### config.mk
export PLATFORM = sky130hd
export DESIGN_NAME = add16_arbiter
export DESIGN_NICKNAME = d
export VERILOG_FILES = /design/src/rtl/add16_arbiter.sv
export SDC_FILE = /design/constraint.sdc
export NUM_CORES = 1
export LEC_CHECK = 0
export ABC_AREA = 1
export CAP_MARGIN = 25
export CORE_MARGIN = 4
export CORE_UTILIZATION = 52
export CTS_CLUSTER_SIZE = 8
export DETAILED_ROUTE_END_ITERATION = 12
export GPL_TIMING_DRIVEN = 0
export PLACE_DENSITY_LB_ADDON = 0.25
export SLEW_MARGIN = 10
export SYNTH_ARGS = -nofsm -noshare
export SYNTH_HDL_FRONTEND = slang
export SYNTH_SLANG_ARGS = --single-unit
### constraint.sdc
create_clock -name clk -period 3.9 [get_ports clk]
set_clock_uncertainty 0.05 [all_clocks]
set_input_delay 0.39 -clock clk [delete_from_list [all_inputs] [get_ports clk]]
set_output_delay 0.39 -clock clk [all_outputs]
set_load 0.005 [all_outputs]
### src/rtl/add16_arbiter.sv
// add16_arbiter: round-robin front end that time-shares one 16-bit adder
// among NREQ requesters and returns each sum on a valid/ready response
// channel tagged with the owning requester index.
// Optional feature macro: ADD16_ARB_OVF_EN adds the registered signed
// overflow flag rsp_ovf alongside rsp_sum.

// Shared 16-bit adder: plain two's-complement wrap, carry-out dropped.
module add16 (
    input  logic [15:0] i_a,
    input  logic [15:0] i_b,
    output logic [15:0] o_sum
);
    // Modulo-2^16 sum; the carry falls off the 16-bit result.
    assign o_sum = i_a + i_b;
endmodule

module add16_arbiter #(
    parameter  int NREQ = 4,
    localparam int IDW  = $clog2(NREQ)
) (
    input  logic               clk,
    input  logic               reset_n,
    input  logic [NREQ-1:0]    req_valid,
    input  logic [16*NREQ-1:0] req_a,
    input  logic [16*NREQ-1:0] req_b,
    output logic [NREQ-1:0]    req_ready,
    output logic               rsp_valid,
    input  logic               rsp_ready,
    output logic [IDW-1:0]     rsp_id,
    output logic [15:0]        rsp_sum,
`ifdef ADD16_ARB_OVF_EN
    output logic               rsp_ovf,
`endif
    output logic               busy
);

    typedef enum logic [1:0] {
        S_IDLE = 2'd0,
        S_ADD  = 2'd1,
        S_RESP = 2'd2
    } state_t;

    state_t          r_state;
    logic [IDW-1:0]  r_ptr;
    logic [15:0]     r_a;
    logic [15:0]     r_b;
    logic [IDW-1:0]  r_idx;
    logic [15:0]     r_sum;
    logic [IDW-1:0]  r_id;
    logic            r_rsp_valid;
    logic            r_busy;
`ifdef ADD16_ARB_OVF_EN
    logic            r_ovf;
    logic            w_ovf;
`endif

    logic [NREQ-1:0] w_grant;
    logic [IDW-1:0]  w_grant_idx;
    logic [15:0]     w_sel_a;
    logic [15:0]     w_sel_b;
    logic [15:0]     w_sum;
    logic            w_accept;
    logic [IDW-1:0]  w_next_ptr;

    // Round-robin search: first pending request at or above r_ptr, wrapping.
    always_comb begin
        logic found;
        // NOTE: every output gets a default before the loop so no path leaves
        // a value unassigned, which would otherwise infer a latch.
        found       = 1'b0;
        w_grant     = '0;
        w_grant_idx = '0;
        w_sel_a     = '0;
        w_sel_b     = '0;
        for (int k = 0; k < NREQ; k++) begin
            automatic int idx = (int'(r_ptr) + k) % NREQ;
            if (!found && req_valid[idx]) begin
                found        = 1'b1;
                w_grant[idx] = 1'b1;
                w_grant_idx  = IDW'(idx);
                w_sel_a      = req_a[idx*16 +: 16];
                w_sel_b      = req_b[idx*16 +: 16];
            end
        end
    end

    // Grants are only offered in IDLE and never while reset is held; the
    // path depends on registered state only, never on rsp_ready.
    assign req_ready = (r_state == S_IDLE && reset_n) ? w_grant : '0;
    assign w_accept  = |req_ready;

    // Pointer moves to the slot after the requester just served.
    assign w_next_ptr = (r_id == IDW'(NREQ - 1)) ? '0 : r_id + IDW'(1);

    add16 u_add16 (
        .i_a   (r_a),
        .i_b   (r_b),
        .o_sum (w_sum)
    );

`ifdef ADD16_ARB_OVF_EN
    // Signed overflow: operands agree in sign but the sum does not.
    assign w_ovf = (r_a[15] == r_b[15]) && (w_sum[15] != r_a[15]);
`endif

    // Main FSM: accept in IDLE, register the sum in ADD, hold it in RESP.
    always_ff @(posedge clk or negedge reset_n) begin
        if (!reset_n) begin
            // Operand registers are few flops, so they are cleared too;
            // a discarded in-flight result can never resurface.
            r_state     <= S_IDLE;
            r_ptr       <= '0;
            r_a         <= '0;
            r_b         <= '0;
            r_idx       <= '0;
            r_sum       <= '0;
            r_id        <= '0;
            r_rsp_valid <= 1'b0;
            r_busy      <= 1'b0;
`ifdef ADD16_ARB_OVF_EN
            r_ovf       <= 1'b0;
`endif
        end else begin
            // NOTE: state updates use non-blocking assignments so every
            // register samples pre-edge values regardless of statement order.
            case (r_state)
                S_IDLE: begin
                    if (w_accept) begin
                        r_a     <= w_sel_a;
                        r_b     <= w_sel_b;
                        r_idx   <= w_grant_idx;
                        r_busy  <= 1'b1;
                        r_state <= S_ADD;
                    end
                end
                S_ADD: begin
                    r_sum       <= w_sum;
                    r_id        <= r_idx;
`ifdef ADD16_ARB_OVF_EN
                    r_ovf       <= w_ovf;
`endif
                    r_rsp_valid <= 1'b1;
                    r_state     <= S_RESP;
                end
                S_RESP: begin
                    if (rsp_ready) begin
                        r_ptr       <= w_next_ptr;
                        r_rsp_valid <= 1'b0;
                        r_busy      <= 1'b0;
                        r_state     <= S_IDLE;
                    end
                end
                default: begin
                    r_rsp_valid <= 1'b0;
                    r_busy      <= 1'b0;
                    r_state     <= S_IDLE;
                end
            endcase
        end
    end

    assign rsp_valid = r_rsp_valid;
    assign rsp_sum   = r_sum;
    assign rsp_id    = r_id;
    assign busy      = r_busy;
`ifdef ADD16_ARB_OVF_EN
    assign rsp_ovf   = r_ovf;
`endif

endmodule
Yosys cells after proc, flatten, opt, wreduce, memory -nomap -nowiden
Index checks and enable logic that the tools add are counted.
Cells by class
  add/subtract/negate cells: 5
  $lt $le $gt $ge: 8
  eq/ne operators: 5
  shift operators: 8
  muxes and demuxes: 47
  bitwise logic cells: 8
  reductions and logical operators: 21
Operator list (count)
  variable part select 64 x 7 -> 16 bit: 8
  two-way mux 16 bit: 8
  two-way mux 4 bit: 5
  adder 16 bit: 1
  two-way mux 1 bit: 16
  two-way mux 2 bit: 7
  less-than comparator 3 x 4 -> 1 bit, second input constant: 3
  OR 4 bit: 3
  >= comparator 3 x 1 -> 1 bit, second input constant: 3
  binary-select mux 1 bit (select 2 bit): 4
  demux 1 bit (select 2 bit): 4
  logical AND 1 bit: 8
  AND reduction 2 bit: 4
  case mux 1 bit (3 select lines): 2
  case mux 2 bit (3 select lines): 1
  OR reduction 2 bit: 3
  adder 2 x 1 -> 2 bit, second input constant: 2
  adder 2 bit, second input constant: 2
  == test 2 bit, second input constant: 2
  != test 2 bit, second input constant: 2
  OR reduction 4 bit: 1
  AND 1 bit, first input constant: 3
  logical NOT 1 bit: 3
  less-than comparator 2 x 3 -> 1 bit, second input constant: 1
  other kinds (5): 6
Storage, ports and cells
  bits in registers: 58
  output and inout bits: 24
  logic and storage cells: 111

Longest topological paths before layout
Gate-level depths: netlist of the first run.
  depth in word-level cells: 18
  depth in mapped cells: 20

Cells and area by module
Synthesis of the first run repeated with hierarchy kept, for this count alone.
Unflattened totals
  cell total of the unflattened synthesis: 1289
  area total of the unflattened synthesis: 7084.3 sq um
Modules (own cells, without submodules)
  add16_arbiter: times used 1, cells each 1113, area an instance 6153.4 sq um
  add16: times used 1, cells each 176, area an instance 930.9 sq um

Worst setup path after synthesis of the first run
Ideal clock, no wire load.
  kind: reg-to-reg
  start point: register r_ptr[0]
  end point: register r_a[0]
  arrival: 2.762 ns
  setup slack: 0.971 ns
  cell stages (with the launch flop): 20
  path buffers: 5
  period minus slack after synthesis: 2.929 ns
  path through: dfrtp_1 inv_2 buf_2 clkbuf_1 clkbuf_1 ha_1 inv_1 nand3_1 nand2_1 nor2_4 a21oi_1 nand3_1 nand2_1 nand2_1 nor2_4 inv_2 buf_6 buf_6 nand2_1 nand2_1
On the way
  cells in the longest elaborated chain, start to end: 16
  elaborated cells on any way between the ends: 67
RTL lines
  start, declared: RTL line 44  | logic [IDW-1:0] r_ptr;
  start signal, assigned: RTL line 147  | r_ptr <= w_next_ptr;
  adder 2 x 1 -> 2 bit: RTL line 76  | automatic int idx = (int'(r_ptr) + k) % NREQ;
  OR reduction 2 bit (no source line)
  AND 1 bit (no source line)
  less-than comparator 3 x 4 -> 1 bit (implied by the code) / >= comparator 3 x 1 -> 1 bit (equally long branches): RTL line 79  | w_grant[idx] = 1'b1;
  logical AND 1 bit (implied by the code): RTL line 79
  two-way mux 1 bit (implied by the code): RTL line 79
  demux 1 bit (select 2 bit): RTL line 79
  OR 4 bit (no source line)
  two-way mux 4 bit: RTL line 77  | if (!found && req_valid[idx]) begin
  OR 4 bit (no source line)
  two-way mux 4 bit: RTL line 77
  OR 4 bit (no source line)
  two-way mux 4 bit: RTL line 77
  two-way mux 4 bit: RTL line 89  | assign req_ready = (r_state == S_IDLE && reset_n) ? w_grant : '0;
  OR reduction 4 bit: RTL line 90  | assign w_accept = |req_ready;
  AND reduction 2 bit (no source line)
  end signal, assigned: RTL line 129  | r_a <= w_sel_a;
  end, declared: RTL line 45  | logic [15:0] r_a;
Parallel ways exist; a longest one is shown, timed or not. The select of a mux whose other input is x is not followed.
A chain may end at the register's enable or synchronous reset.

Final worst setup path of the first run
  start point: register r_ptr[0]
  end point: output req_ready[3]
On the way
  cells in the longest elaborated chain, start to end: 14
  elaborated cells on any way between the ends: 57
RTL lines
  adder 2 x 1 -> 2 bit: RTL line 76
  OR reduction 2 bit (no source line)
  AND 1 bit (no source line)
  less-than comparator 3 x 4 -> 1 bit (implied by the code) / >= comparator 3 x 1 -> 1 bit (equally long branches): RTL line 79
  logical AND 1 bit (implied by the code): RTL line 79
  two-way mux 1 bit (implied by the code): RTL line 79
  demux 1 bit (select 2 bit): RTL line 79
  OR 4 bit (no source line)
  two-way mux 4 bit: RTL line 77
  OR 4 bit (no source line)
  two-way mux 4 bit: RTL line 77
  OR 4 bit (no source line)
  two-way mux 4 bit *: RTL line 77
  two-way mux 4 bit *: RTL line 89
  end, declared: RTL line 26  | output logic [NREQ-1:0] req_ready,
Every way passes the cells marked *; elsewhere a longest branch is shown, timed or not. The select of a mux whose other input is x is not followed.

==> results of run 1 <==
## per-layer routing
layer  track usage, %  up-vias
li1                 -     4342
met1            42.21     3937
met2            55.80      627
met3            5.014       94
met4            16.24        0
met5                0        -
## critical path: stages, from the launching register on
cell and delay (ps):
dfrtp_1 460, inv_2 100, buf_2 300, clkbuf_4 320, ha_1 260, inv_1 120, nand3_1 100, nand2_1 80
nor2_4 290, a21oi_1 120, nand3_1 110, nand2_1 70, inv_1 70, clkdlybuf4s50_1 500
## final cells by class
type                            instances  area (µm²)
Sequential cell                        58        1451
Clock buffer                           12       266.5
Tap cell                              172       215.2
Inverter                               98       367.9
Clock inverter                          4       72.57
Timing Repair Buffer                  160        1607
Multi-Input combinational cell       1004        4618
Fill cell                            1112        3737
Buffer                                 78       335.3
## worst max path at each step
stage / start / end / cells after the start
2_1_floorplan: r_ptr[0] / r_a[0] / 19
3_3_place_gp: reset_n / req_ready[1] / 5
3_5_place_dp: r_ptr[0] / req_ready[3] / 14
4_1_cts: r_ptr[1] / req_ready[3] / 13
5_1_grt: r_ptr[0] / req_ready[3] / 13
6_report: r_ptr[0] / req_ready[3] / 13
## logic make-up after synthesis
| logic type | count (synthesis) | share of synthesized area, % |
|---|---|---|
| AND/OR/NAND/NOR | 667 | 39.69 |
| AO/OA/AOI/OAI | 306 | 23.08 |
| buffers and inverters | 178 | 10.42 |
| flip-flops | 58 | 21.42 |
| adder cells (fa/ha/maj) | 23 | 4.358 |
| XOR/XNOR | 8 | 1.034 |
## state kept, by name, indices dropped and copies added, names as in the netlist
| register | flops |
|---|---|
| rsp_valid | 1 |
| rsp_sum | 16 |
| r_b | 16 |
| r_a | 16 |
| r_state | 2 |
| r_ptr | 2 |
| r_idx | 2 |
| busy | 1 |
| rsp_id | 2 |
## Yosys cell counts, drive strengths merged
master | instances | area (µm²)
or2 | 1 | 6.260
buf | 20 | 112.6
nand3b | 2 | 15.01
nor2 | 279 | 1075
o21ai | 278 | 1391
ha | 22 | 275.3
o31ai | 1 | 7.510
a21boi | 4 | 30.03
xnor2 | 3 | 26.28
o2111ai | 1 | 8.760
clkbuf | 60 | 225.2
a21o | 2 | 15.01
a221oi | 1 | 8.760
nor3b | 1 | 7.510
nand4 | 32 | 200.2
xor2 | 5 | 43.79
inv | 98 | 367.8
nand2 | 315 | 1195
a211oi | 1 | 7.510
nor3 | 5 | 25.02
a31oi | 4 | 25.02
dfrtp | 58 | 1451
nand3 | 32 | 165.2
a21oi | 14 | 70.07
fa | 1 | 20.02
## timing repair
item	4_1_cts	5_1_grt
hold buffers	1	0
endpoints found under the setup margin	4	4
gates resized for setup	2	2
setup buffers	0	0
endpoints found under the hold margin	21	0
## stage by stage
stage	util (%)	hold WS, ps	cell area, µm²
global route	70.50	459.6	8934
global placement	67.65	402.3	8572
floorplan	-	44.41	6775
detailed placement	67.77	333.5	8587
finish	70.50	431.9	8934
CTS	70.51	437.3	8935
## report_power, final
group / switching, W / internal [W] / total (W)
Combinational: 0.00425 / 0.00213 / 0.00638
Sequential: 0.000208 / 0.000911 / 0.00112
Clock: 0.000270 / 0.000609 / 0.000879
==> results.json, run 1 <==
{
  "status": "finished, final reports clean",
  "report.final.slew_viol_count": 0,
  "dr.pass1.iters": 8,
  "drt_drc_violations_left": 0,
  "die_width_um": 122.1,
  "worst_hold_path.num_cells": 2,
  "min_from": "rsp_valid",
  "total_power_w": 0.008383,
  "period_share_pct": 94.31,
  "peakVddDrop_mv": 0.4866,
  "std_cell_rows": 41,
  "cts_tree": "built",
  "clk_transition_reported_paths_ps": 50,
  "cell_pwr_density_mw_per_mm2": 938.4,
  "worst-r2r-setup-slack_ps": 490,
  "tightest_slew_ps": 684.8,
  "wire_per_inst_um": 15.84,
  "grt_setup_unrepaired": "no",
  "start_util_pct": 53.47,
  "rr_startpoint": "r_ptr[0]",
  "placedCellCount": 1571,
  "ys_seq_elements": 58,
  "critical_path_required_ps": 3460,
  "final_cell_mix": "nand2_1, nor2_1, o21ai_0",
  "chipHeight_um": 122.1,
  "grt_pass1_wl_um": 40100,
  "relSlewSlack_pct": 54.34,
  "timing.setup.tns_ps": 0,
  "clk-insertion-delay-late_ps": 330,
  "syn-num-nets": 1398,
  "first_global_vias": 8356,
  "nNetsFinal": 1567,
  "route.final.wire_length_um": 25130,
  "hold_viol": 0,
  "floorplan.core_area_mm2": 0.01267,
  "routed-via-count": 9000,
  "ctsLongestPathBuffers": 2,
  "routedLengthMet1_um": 9718,
  "syn-cell-area_mm2": 0.006775,
  "overflow_left_after_global_routing": 0,
  "place.port_buffers": 158,
  "post-dp-hpwl_um": 19170,
  "post_route_cells_drive_above_1_share_pct": 3.395,
  "netlist_instances": 1240,
  "critical_path.startpoint_type": "register",
  "antennaDiodeCount": 0,
  "holdPathEnd": "rsp_valid",
  "groute.usage.overall_pct": 33.41,
  "seq_area_frac_synth_pct": 21.42,
  "gpl.final_weighted_congestion": 1.003,
  "cellLeakagePower_nw": 4.258,
  "synthToLayoutAreaGrowth_pct": 31.86,
  "grt_start_max_net_pins": 39,
  "yosys.cell_types.count": 36,
  "dp_worst_setup_slack_ps": 69.29,
  "drt_iter0_markers": 1207,
  "worstPathMaxFanout": 19,
  "average_cell_area_after_synthesis_um2": 5.464,
  "crit_type": "register to primary output",
  "minimum_setup_slack_in_the_final_design_ps": 221.9,
  "routed_via_density": 5.675,
  "cp.arrival_ps": 3240,
  "synthesis.yosys.warnings": 0,
  "layout_min_cycle_time_ps": 3678,
  "clock-sinks": 58,
  "hold_class": "register to register",
  "critPathCaptureType": "primary output",
  "detail-route-antenna-nets": 0,
  "highest_layer": "met4",
  "report.final.setup_viol": 0,
  "wl_met2_um": 11570,
  "max-cap-violations": 0,
  "die_area_mm2": 0.01492,
  "worst-r2r-cell-count": 14,
  "layout.cells.most_common": "nand2_1",
  "ioPinCount": 159,
  "fmaxAchievable_mhz": 271.9,
  "rr_endpoint": "r_b[8]",
  "cts_root_buffer": "clkbuf_16",
  "cts_bufs_inserted": 9,
  "htree_num_levels": 3,
  "antenna_found_initial": 0,
  "wl_met3_um": 2816,
  "final_cell_count_no_fill": 1586
}
(Power assumes the default switching activity.)
==> run 2: changes to the inputs <==
Settings changed: REMOVE_ABC_BUFFERS set to 1, SETUP_SLACK_MARGIN set to 0.05, SLEW_MARGIN 10 to 0.
==> results.json, run 2 (same netlist as run 1, synthesis figures left out) <==
{
  "status": "finished, final reports clean",
  "hold_class": "register to register",
  "cp.arrival_ps": 3370,
  "cts_bufs_inserted": 9,
  "grt_setup_unrepaired": "yes",
  "routed_via_density": 5.636,
  "cp-startpoint": "r_ptr[1]",
  "cell_pwr_density_mw_per_mm2": 926.0,
  "antennaDiodeCount": 0,
  "min_from": "r_b[7]",
  "fill_cells": 1094,
  "relSlewSlack_pct": 37.42,
  "detail-route-antenna-nets": 0,
  "report.final.slew_viol_count": 0,
  "clk-insertion-delay-late_ps": 320,
  "route.final.wire_length_um": 22770,
  "fmaxAchievable_mhz": 262.7,
  "first_global_vias": 7560,
  "placedCellCount": 1499,
  "synthToLayoutAreaGrowth_pct": 34.24,
  "critical_path.startpoint_type": "register",
  "layout.core_utilization_pct": 71.78,
  "dr.pass1.iters": 8,
  "crit_type": "register to primary output",
  "wire_per_inst_um": 14.81,
  "cts_tree": "built",
  "drt_drc_violations_left": 0,
  "critPathCaptureType": "primary output",
  "cts_root_buffer": "clkbuf_16",
  "layout.cells.most_common": "nand2_1",
  "chipHeight_um": 122.1,
  "period_share_pct": 97.62,
  "max-cap-violations": 0,
  "cellLeakagePower_nw": 4.344,
  "report.final.setup_viol": 0,
  "final_cell_mix": "nand2_1, nor2_1, o21ai_0",
  "place.port_buffers": 158,
  "routed-via-count": 8668,
  "die_width_um": 122.1,
  "rr_startpoint": "r_ptr[1]",
  "gpl.final_weighted_congestion": 0.9039,
  "grt_pass1_wl_um": 34520,
  "post_route_cells_drive_above_1_share_pct": 4.685,
  "layout_min_cycle_time_ps": 3807,
  "ctsLongestPathBuffers": 2,
  "post-dp-hpwl_um": 13930,
  "multi_input_area_mm2": 0.004651,
  "groute.usage.overall_pct": 28.16,
  "ioPinCount": 159,
  "start_util_pct": 53.47,
  "grt_start_max_net_pins": 79,
  "clk_transition_reported_paths_ps": 50,
  "floorplan.core_area_mm2": 0.01267,
  "worstPathMaxFanout": 40,
  "critical_path_required_ps": 3460,
  "final_cell_count_no_fill": 1538,
  "drt_iter0_markers": 807,
  "tightest_slew_ps": 935.3,
  "antenna_found_initial": 0,
  "nNetsFinal": 1521,
  "hold_viol": 0,
  "htree_num_levels": 3,
  "ff_latch_area_mm2": 0.001459,
  "clock-sinks": 58,
  "std_cell_rows": 41,
  "peakVddDrop_mv": 0.5101,
  "die_area_mm2": 0.01492,
  "overflow_left_after_global_routing": 0
}
## run 2: cell count changes in the layout (fill, tap and decap cells not counted), moves of 3 or more
cell	delta
buf_4	+10
inv_2	-3
buf_2	-10
buf_1	-6
buf_16	+7
clkbuf_16	+4
clkbuf_1	-53
## run 2: worst paths after layout
| path | end | slack, ps | cells after the start |
|---|---|---|---|
| hold / removal | r_b[7] | 440 | 2 |
| hold reg to reg | r_b[7] | 440 | 2 |
| min in group asynchronous | r_b[14] | 540 | 2 |
| setup / recovery | req_ready[1] | 90 | 14 |
| max in group asynchronous | r_ptr[0] | 2680 | 3 |
| setup reg to reg | r_a[1] | 220 | 18 |
## run 2: final cells by class
class	count	area share [%]
inverter	98	4.581
clock buffer	14	2.793
timing repair buffer	188	22.89
tap	172	2.366
sequential	58	16.04
timing repair inverter	2	0.1926
multi-input combinational	1006	51.13
## run 2: repair_timing
item                                    in CTS  in global routing
pin swaps                                    3                  1
endpoints found under the hold margin        5                  0
endpoints found under the setup margin      40                 40
setup buffers                                8                  7
resized for setup                           13                  7
gates cloned                                 4                  5
hold buffers                                 1                  0
## run 2: metrics by stage
| stage | cell area (µm²) | power (W) | setup TNS (ps) | hold slack, ps | setup WS (ps) |
|---|---|---|---|---|---|
| 6_report | 9095 | 0.008422 | 0 | 435.7 | 92.74 |
| 5_1_grt | 9095 | 0.009203 | 0 | 444.8 | 29.40 |
| 4_1_cts | 8896 | 0.007896 | 0 | 436.0 | 126.9 |
| 3_5_place_dp | 8449 | 0.006791 | -61190 | 333.6 | -1627 |
| 3_3_place_gp | 8234 | 0.006511 | -314510 | 408.5 | -7900 |
| 2_1_floorplan | 6437 | 0.005026 | -163880 | 44.41 | -4168 |
## run 2: critical path: stages (launching register included)
cell             delay, ps
dfrtp_4                490
clkinv_8               150
buf_16                 190
ha_4                   290
buf_12                 160
inv_8                  160
buf_16                 220
nand3_1                120
nand2_2                160
nor2_4                  70
a21oi_1                200
nand3_1                130
nand2_1                110
inv_1                   50
clkdlybuf4s50_1        450
## run 2: where the power goes
group	internal [W]	switching [W]
Sequential	0.000919	0.000207
Combinational	0.00247	0.00414
Clock	0.000439	0.000245
Total	0.00383	0.00459
## run 2: layer usage
metal / vias to the layer above / wire length [µm] / track usage (%)
li1: 4258 / - / -
met5: - / 0 / 0
met2: 445 / 10450 / 47.96
met4: 0 / 833 / 11.55
met3: 78 / 1839 / 3.435
met1: 3887 / 9653 / 36.22
